--- config.mk ---
export PLATFORM = sky130hd
export DESIGN_NAME = scan_chain_loader_flat
export DESIGN_NICKNAME = d
export VERILOG_FILES = /design/src/rtl/scan_chain_loader_if.sv /design/src/rtl/scan_chain_loader.sv /design/src/flat_wrapper.sv
export SDC_FILE = /design/constraint.sdc
export NUM_CORES = 1
export LEC_CHECK = 0
export CAP_MARGIN = 0
export CORE_ASPECT_RATIO = 2
export CORE_UTILIZATION = 30
export CTS_BUF_LIST = sky130_fd_sc_hd__clkbuf_8 sky130_fd_sc_hd__clkbuf_16
export DETAILED_ROUTE_END_ITERATION = 8
export PLACE_DENSITY_LB_ADDON = 0.25
export SYNTH_ARGS = -nofsm -noshare
export SYNTH_HDL_FRONTEND = slang
export SYNTH_SLANG_ARGS = --single-unit
--- constraint.sdc ---
create_clock -name clk -period 1.7 [get_ports clk]
set_input_delay 0.34 -clock clk [delete_from_list [all_inputs] [get_ports clk]]
set_output_delay 0.34 -clock clk [all_outputs]
set_load 0.1 [all_outputs]
--- src/rtl/scan_chain_loader_if.sv ---
// Code-word handshake between the hop controller (master) and the scan chain loader (slave).
interface scan_chain_loader_if #(
   parameter int DATA_WIDTH = 128
);
   logic [DATA_WIDTH-1:0] s_tdata;
   logic                  s_tvalid;
   logic                  s_tready;

   modport master (
      output s_tdata,
      output s_tvalid,
      input  s_tready
   );

   modport slave (
      input  s_tdata,
      input  s_tvalid,
      output s_tready
   );
endinterface

--- src/rtl/scan_chain_loader.sv ---
// Shifts one code word into the tag chip scan chain using two-phase non-overlapping
// scan clocks, then pulses the parallel-load strobe and reports done.
module scan_chain_loader #(
   parameter int DATA_WIDTH = 128,
   parameter int NBITS      = 78,
   parameter int CNT_WIDTH  = 7,
   parameter int DIV        = 20,
   parameter int MSB_FIRST  = 1
) (
   input  logic                 clk,
   input  logic                 reset_n,
   input  logic                 clear,
   scan_chain_loader_if.slave   code_if,
   output logic                 scan_id,
   output logic                 scan_phi,
   output logic                 scan_phi_bar,
   output logic                 scan_data_in,
   output logic                 scan_load_chip,
   output logic                 busy,
   output logic                 done,
   output logic [CNT_WIDTH-1:0] bit_cnt
);

   // One extra bit so the phase counter can also time the 2*DIV load strobe.
   localparam int PCW = $clog2(DIV) + 1;
   localparam logic [PCW-1:0]       PH_LAST   = PCW'(DIV - 1);
   localparam logic [PCW-1:0]       LOAD_LAST = PCW'(2 * DIV - 1);
   localparam logic [CNT_WIDTH-1:0] CNT_MAX   = CNT_WIDTH'(NBITS);
   localparam logic [CNT_WIDTH-1:0] CNT_LAST  = CNT_WIDTH'(NBITS - 1);

   typedef enum logic [2:0] {
      IDLE,
      SETUP,
      PHI,
      GAP,
      PHIB,
      LOAD,
      DONE
   } state_t;

   state_t               state_q, state_d;
   logic [PCW-1:0]       phase_q, phase_d;
   logic [NBITS-1:0]     shift_q, shift_d;
   logic [CNT_WIDTH-1:0] bit_cnt_q, bit_cnt_d;

   logic scan_id_q, scan_id_d;
   logic scan_phi_q, scan_phi_d;
   logic scan_phi_bar_q, scan_phi_bar_d;
   logic scan_data_in_q, scan_data_in_d;
   logic scan_load_chip_q, scan_load_chip_d;
   logic busy_q, busy_d;
   logic done_q, done_d;

   logic [DATA_WIDTH-1:0] tdata;
   logic                  unused_tdata;
   logic                  accept;
   logic                  phase_end;
   logic                  load_end;
   logic                  shifting_d;

   assign tdata        = code_if.s_tdata;
   assign unused_tdata = ^tdata;

   assign code_if.s_tready = (state_q == IDLE) && !clear;
   assign accept           = code_if.s_tvalid && code_if.s_tready;
   assign phase_end        = (phase_q == PH_LAST);
   assign load_end         = (phase_q == LOAD_LAST);

   always_comb begin
      state_d   = state_q;
      phase_d   = phase_q + 1'b1;
      shift_d   = shift_q;
      bit_cnt_d = bit_cnt_q;

      if (clear) begin
         state_d   = IDLE;
         phase_d   = '0;
         bit_cnt_d = '0;
      end else begin
         case (state_q)
            IDLE: begin
               phase_d = '0;
               if (accept) begin
                  shift_d   = tdata[NBITS-1:0];
                  bit_cnt_d = '0;
                  state_d   = SETUP;
               end
            end
            SETUP: begin
               if (phase_end) begin
                  phase_d = '0;
                  state_d = PHI;
               end
            end
            PHI: begin
               if (phase_end) begin
                  phase_d = '0;
                  state_d = GAP;
               end
            end
            GAP: begin
               if (phase_end) begin
                  phase_d = '0;
                  state_d = PHIB;
               end
            end
            PHIB: begin
               if (phase_end) begin
                  phase_d = '0;
                  shift_d = (MSB_FIRST != 0) ? (shift_q << 1) : (shift_q >> 1);
                  if (bit_cnt_q != CNT_MAX) begin
                     bit_cnt_d = bit_cnt_q + 1'b1;
                  end
                  state_d = (bit_cnt_q < CNT_LAST) ? SETUP : LOAD;
               end
            end
            LOAD: begin
               if (load_end) begin
                  phase_d = '0;
                  state_d = DONE;
               end
            end
            DONE: begin
               phase_d = '0;
               state_d = IDLE;
            end
            default: begin
               phase_d = '0;
               state_d = IDLE;
            end
         endcase
      end
   end

   // Outputs decode the next state so they switch on the same edge as the state.
   always_comb begin
      shifting_d       = state_d inside {SETUP, PHI, GAP, PHIB};
      scan_id_d        = shifting_d;
      scan_phi_d       = (state_d == PHI);
      scan_phi_bar_d   = (state_d == PHIB);
      scan_data_in_d   = shifting_d &&
                         ((MSB_FIRST != 0) ? shift_d[NBITS-1] : shift_d[0]);
      scan_load_chip_d = (state_d == LOAD);
      busy_d           = (state_d != IDLE);
      done_d           = (state_d == DONE);
   end

   always_ff @(posedge clk or negedge reset_n) begin
      if (!reset_n) begin
         state_q          <= IDLE;
         phase_q          <= '0;
         shift_q          <= '0;
         bit_cnt_q        <= '0;
         scan_id_q        <= 1'b0;
         scan_phi_q       <= 1'b0;
         scan_phi_bar_q   <= 1'b0;
         scan_data_in_q   <= 1'b0;
         scan_load_chip_q <= 1'b0;
         busy_q           <= 1'b0;
         done_q           <= 1'b0;
      end else begin
         state_q          <= state_d;
         phase_q          <= phase_d;
         shift_q          <= shift_d;
         bit_cnt_q        <= bit_cnt_d;
         scan_id_q        <= scan_id_d;
         scan_phi_q       <= scan_phi_d;
         scan_phi_bar_q   <= scan_phi_bar_d;
         scan_data_in_q   <= scan_data_in_d;
         scan_load_chip_q <= scan_load_chip_d;
         busy_q           <= busy_d;
         done_q           <= done_d;
      end
   end

   assign scan_id        = scan_id_q;
   assign scan_phi       = scan_phi_q;
   assign scan_phi_bar   = scan_phi_bar_q;
   assign scan_data_in   = scan_data_in_q;
   assign scan_load_chip = scan_load_chip_q;
   assign busy           = busy_q;
   assign done           = done_q;
   assign bit_cnt        = bit_cnt_q;

endmodule

--- src/flat_wrapper.sv ---
// flat-port wrapper written by rule: the top's interface ports become plain ports
module scan_chain_loader_flat 
#(
   parameter int DATA_WIDTH = 128,
   parameter int NBITS      = 78,
   parameter int CNT_WIDTH  = 7,
   parameter int DIV        = 20,
   parameter int MSB_FIRST  = 1
)
  (clk, reset_n, clear, scan_id, scan_phi, scan_phi_bar, scan_data_in, scan_load_chip, busy, done, bit_cnt, code_if_s_tdata, code_if_s_tvalid, code_if_s_tready);
  scan_chain_loader_if #(.DATA_WIDTH(DATA_WIDTH)) code_if_i ();
  input  logic clk;
  input  logic reset_n;
  input  logic clear;
  output logic scan_id;
  output logic scan_phi;
  output logic scan_phi_bar;
  output logic scan_data_in;
  output logic scan_load_chip;
  output logic busy;
  output logic done;
  output logic [CNT_WIDTH-1:0] bit_cnt;
  input wire logic [$bits(code_if_i.s_tdata)-1:0] code_if_s_tdata;
  input wire logic [$bits(code_if_i.s_tvalid)-1:0] code_if_s_tvalid;
  output wire logic [$bits(code_if_i.s_tready)-1:0] code_if_s_tready;
  assign code_if_i.s_tdata = code_if_s_tdata;
  assign code_if_i.s_tvalid = code_if_s_tvalid;
  assign code_if_s_tready = code_if_i.s_tready;
  scan_chain_loader #(.DATA_WIDTH(DATA_WIDTH), .NBITS(NBITS), .CNT_WIDTH(CNT_WIDTH), .DIV(DIV), .MSB_FIRST(MSB_FIRST)) u_core (.clk(clk), .reset_n(reset_n), .clear(clear), .code_if(code_if_i), .scan_id(scan_id), .scan_phi(scan_phi), .scan_phi_bar(scan_phi_bar), .scan_data_in(scan_data_in), .scan_load_chip(scan_load_chip), .busy(busy), .done(done), .bit_cnt(bit_cnt));
endmodule
==> results.cfg <==
[yosys]
synthCells = 493
muxShareOfSynthArea = 0
yosys.area_share.xor_xnor = 0.01264
synth-simple-area-share = 0.1424
synth_top_family_by_area = compound AO/OA/AOI/OAI gates
synth_compound_area_frac = 0.2603
ys.warnings.count = 0
syn_area_sq_um = 4851
synth.distinct_cells = 61
syn_avg_cell_area_sq_um = 9.840
synth-main-ff-cell = dfrtp_1
ys_async_sr_fraction = 1.000
synth_adder_area_share = 0.007738
synth_edf_count = 0
synthesis.nets = 628
seq_area_frac_synth = 0.5210
ys_seq_elements = 101

[flow_run]
max-cap-violations = 0

[critical_path]
r2r_start = u_core.state_q[1]$_DFF_PN0_
setup.worst_path.end = u_core.shift_q[75]$_DFFE_PN0P_
worst_ep_arrival_time_ns = 2.22
cpPeakStageDelay_ns = 0.41
worst-r2r-cell-count = 9
timing.rr.end = u_core.shift_q[75]$_DFFE_PN0P_
crit_path_start_kind = register
critPathKind = register to register
regToRegSetupSlack_ns = -0.26
worstPathCellList = or3_4 > buf_6 > buf_6 > a21oi_4 > buf_12 > buf_16 > clkbuf_16 > nor2_2 > a21oi_1
crit_top_cell = buf_6
cp-end-kind = register
slowest_stage = dfrtp_1
crit_required_ns = 1.97
cp_max_fo = 6
critPathLaunch = u_core.state_q[1]$_DFF_PN0_

[placement]
preCtsSetupSlack_ns = -0.4655
place_hpwl_um = 10040
gp_congestion = 0.8957
portBuffers = 96
place_inst = 816

[floorplanning]
die_h_um = 181.8
fp.dieW_um = 91.92
start_util = 0.3075
ios = 147
rows = 65
fp.coreArea_sq_um = 15780
dieArea_sq_um = 16710

[sta]
max_slew_margin = 0.6195
rsz0062_at_grt = true
period_minus_slack_ns = 1.958
slew_violations = 0
finalHoldViolCount = 0
finalClockSkew_ns = 0.01188
worst_pin_slew_ns = 0.5707
worst_slack_ns = -0.2576
finalSetupViolations = 93
max_freq_mhz = 510.8
period_share = 1.152

[clocking]
cts_made_buffers = 9
clock_path_buffers = 2
clock_latency_ns = 0.35
htreeDepth = 3
cts_tree = yes
root_buffer = clkbuf_16
postCtsHoldBufs = 0
clk_pin_slew_ns = 0.08
cts.sinks = 101

[global_route]
antenna_found_initial = 1
grt_pass1_wl_um = 25430
first_global_vias = 4984
grt_max_degree = 102
grt_remaining_overflow = 0
grt_use_total = 0.1963

[finish]
fin_cells = 883
fill_cells = 1300
nets = 811
final_layout_size_suffix_gt1_frac = 0.5448
fin_util = 0.5634
syn2layout_area_growth_pct = 83.23

[min_path]
min_path_type = input pin to asynchronous set/reset pin

[power_and_ir_drop]
ir_worst_vdd_uv = 538.9
p_leak_nw = 3.428
power_per_cell_area_nw_per_um2 = 753.4
power.total_mw = 6.697

[drt]
drtIter0Drc = 265
drc = 0
vias_per_cell = 5.309
dr.pass1.iters = 4
drt-total-wl_um = 17160
routedWlPerCell_um = 19.44
via_count = 4688
antenna_left = 0

[outcome]
outcome = finished with violations
violations = negative setup slack
-- final cells by class --
| type | instances | area, sq um | area share |
|---|---|---|---|
| Timing Repair Buffer | 213 | 2664 | 0.2997 |
| Tap cell | 201 | 251.5 | 0.02829 |
| Clock buffer | 10 | 239.0 | 0.02689 |
| Clock inverter | 6 | 51.30 | 0.005771 |
| Sequential cell | 101 | 2541 | 0.2859 |
| Inverter | 8 | 32.53 | 0.003660 |
| Multi-Input combinational cell | 343 | 3107 | 0.3495 |
| Antenna cell | 1 | 2.502 | 0.0002815 |
-- kinds of logic after synthesis --
family / after synthesis
adders and majority gates: 3
xor gates and xnor gates: 7
AOI/OAI and AO/OA: 193
buffers and inverters: 50
and+or+nand+nor: 139
DFF: 101
-- state kept, by name (all words and copies together) (netlist names) --
register / cells
u_core.busy: 1
u_core.phase_q: 6
u_core.scan_id: 1
u_core.shift_q: 78
u_core.scan_data_in: 1
u_core.scan_phi_bar: 1
u_core.scan_load_chip: 1
u_core.done: 1
u_core.scan_phi: 1
u_core.state_q: 3
u_core.bit_cnt: 7
-- cell usage in the layout, fill, tap and decap left out, types with 3 or more instances in the layout --
cell,instances
a21oi_1,29
a21oi_2,56
a21oi_4,3
a22oi_1,23
a22oi_2,53
and2_4,3
buf_12,32
buf_16,9
buf_4,59
buf_6,14
buf_8,10
clkbuf_16,18
clkdlybuf4s50_1,79
dfrtp_1,94
dfrtp_2,5
inv_1,6
nand2_1,4
nand4_1,6
nor2_1,28
nor2_2,23
nor2_4,39
o21ai_0,3
o21ai_1,3
xor2_1,5
-- worst max-delay path, delay by kind of cell (launching register included) --
kind | cells | cell delay (ns)
and+or+nand+nor | 2 | 0.44
AOI/OAI and AO/OA | 2 | 0.30
buffers and inverters | 5 | 0.72
DFF | 1 | 0.41
-- per-stage QoR --
| stage | area, sq um | TNS [ns] | hold WS (ns) |
|---|---|---|---|
| 3_5_place_dp | 6888 | -35.79 | 0.4599 |
| 3_3_place_gp | 6888 | -33.26 | 0.4519 |
| 4_1_cts | 8104 | -13.13 | 0.08451 |
| 6_report | 8889 | -16.35 | 0.05344 |
| 5_1_grt | 8889 | -22.03 | 0.08995 |
| 2_1_floorplan | 5165 | -2.999 | 0.04441 |
-- power by group --
group	internal (mW)	switching (mW)
registers	2.74	0.334
logic	0.868	0.713
clock network	1.06	0.986
total	4.66	2.03
-- Yosys cell counts, types with 2 or more instances --
cell type  instances  area share
o21ai_0            7      0.0072
nor2_1            90       0.070
and2_1             3      0.0039
nand2_1            6      0.0046
xnor2_1            2      0.0036
a21o_1             2      0.0031
a41oi_1            2      0.0036
or2_2              2      0.0026
or3_1              3      0.0039
nor4b_1            2      0.0036
a21oi_1           86       0.089
nand4_1            6      0.0077
a22oi_1           76        0.12
inv_1              8      0.0062
nor3_1             2      0.0021
buf_6              5       0.012
clkbuf_1          12      0.0093
nor2b_1            2      0.0026
and3_1             2      0.0026
buf_2             18       0.019
dfrtp_1          101        0.52
nand3_1            3      0.0031
buf_4              6      0.0093
a211oi_1           2      0.0031
o21bai_1           3      0.0046
xor2_1             5      0.0090
ha_1               3      0.0077
-- routing by layer --
metal	vias to the layer above	global-route usage	routed length [um]
li1	2171	-	-
met1	2343	0.2050	6034
met2	129	0.3690	9962
met3	45	0.02345	458
met4	0	0.1119	707
met5	-	0	0
-- worst min path at each step --
stage                     depth (start not counted)                             end  slack [ns]    start
final                                             2  u_core.shift_q[21]$_DFFE_PN0P_        0.05  reset_n
after global routing                              2  u_core.shift_q[21]$_DFFE_PN0P_        0.09  reset_n
after detailed placement                          2  u_core.shift_q[21]$_DFFE_PN0P_        0.46  reset_n
after floorplan                                   0   u_core.bit_cnt[2]$_DFFE_PN0P_        0.04  reset_n
after global placement                            2        u_core.scan_id$_DFF_PN0_        0.45  reset_n
after CTS                                         2  u_core.shift_q[21]$_DFFE_PN0P_        0.08  reset_n
-- what timing repair did --
action | CTS | global route
endpoints found under the setup margin | 98 | 100
resized for setup | 101 | 159
hold endpoints to repair | 0 | 0
pin swaps | 38 | 31
setup buffers | 23 | 11
cloned | 12 | 10
Note: power is estimated with default switching activity, not from simulation.
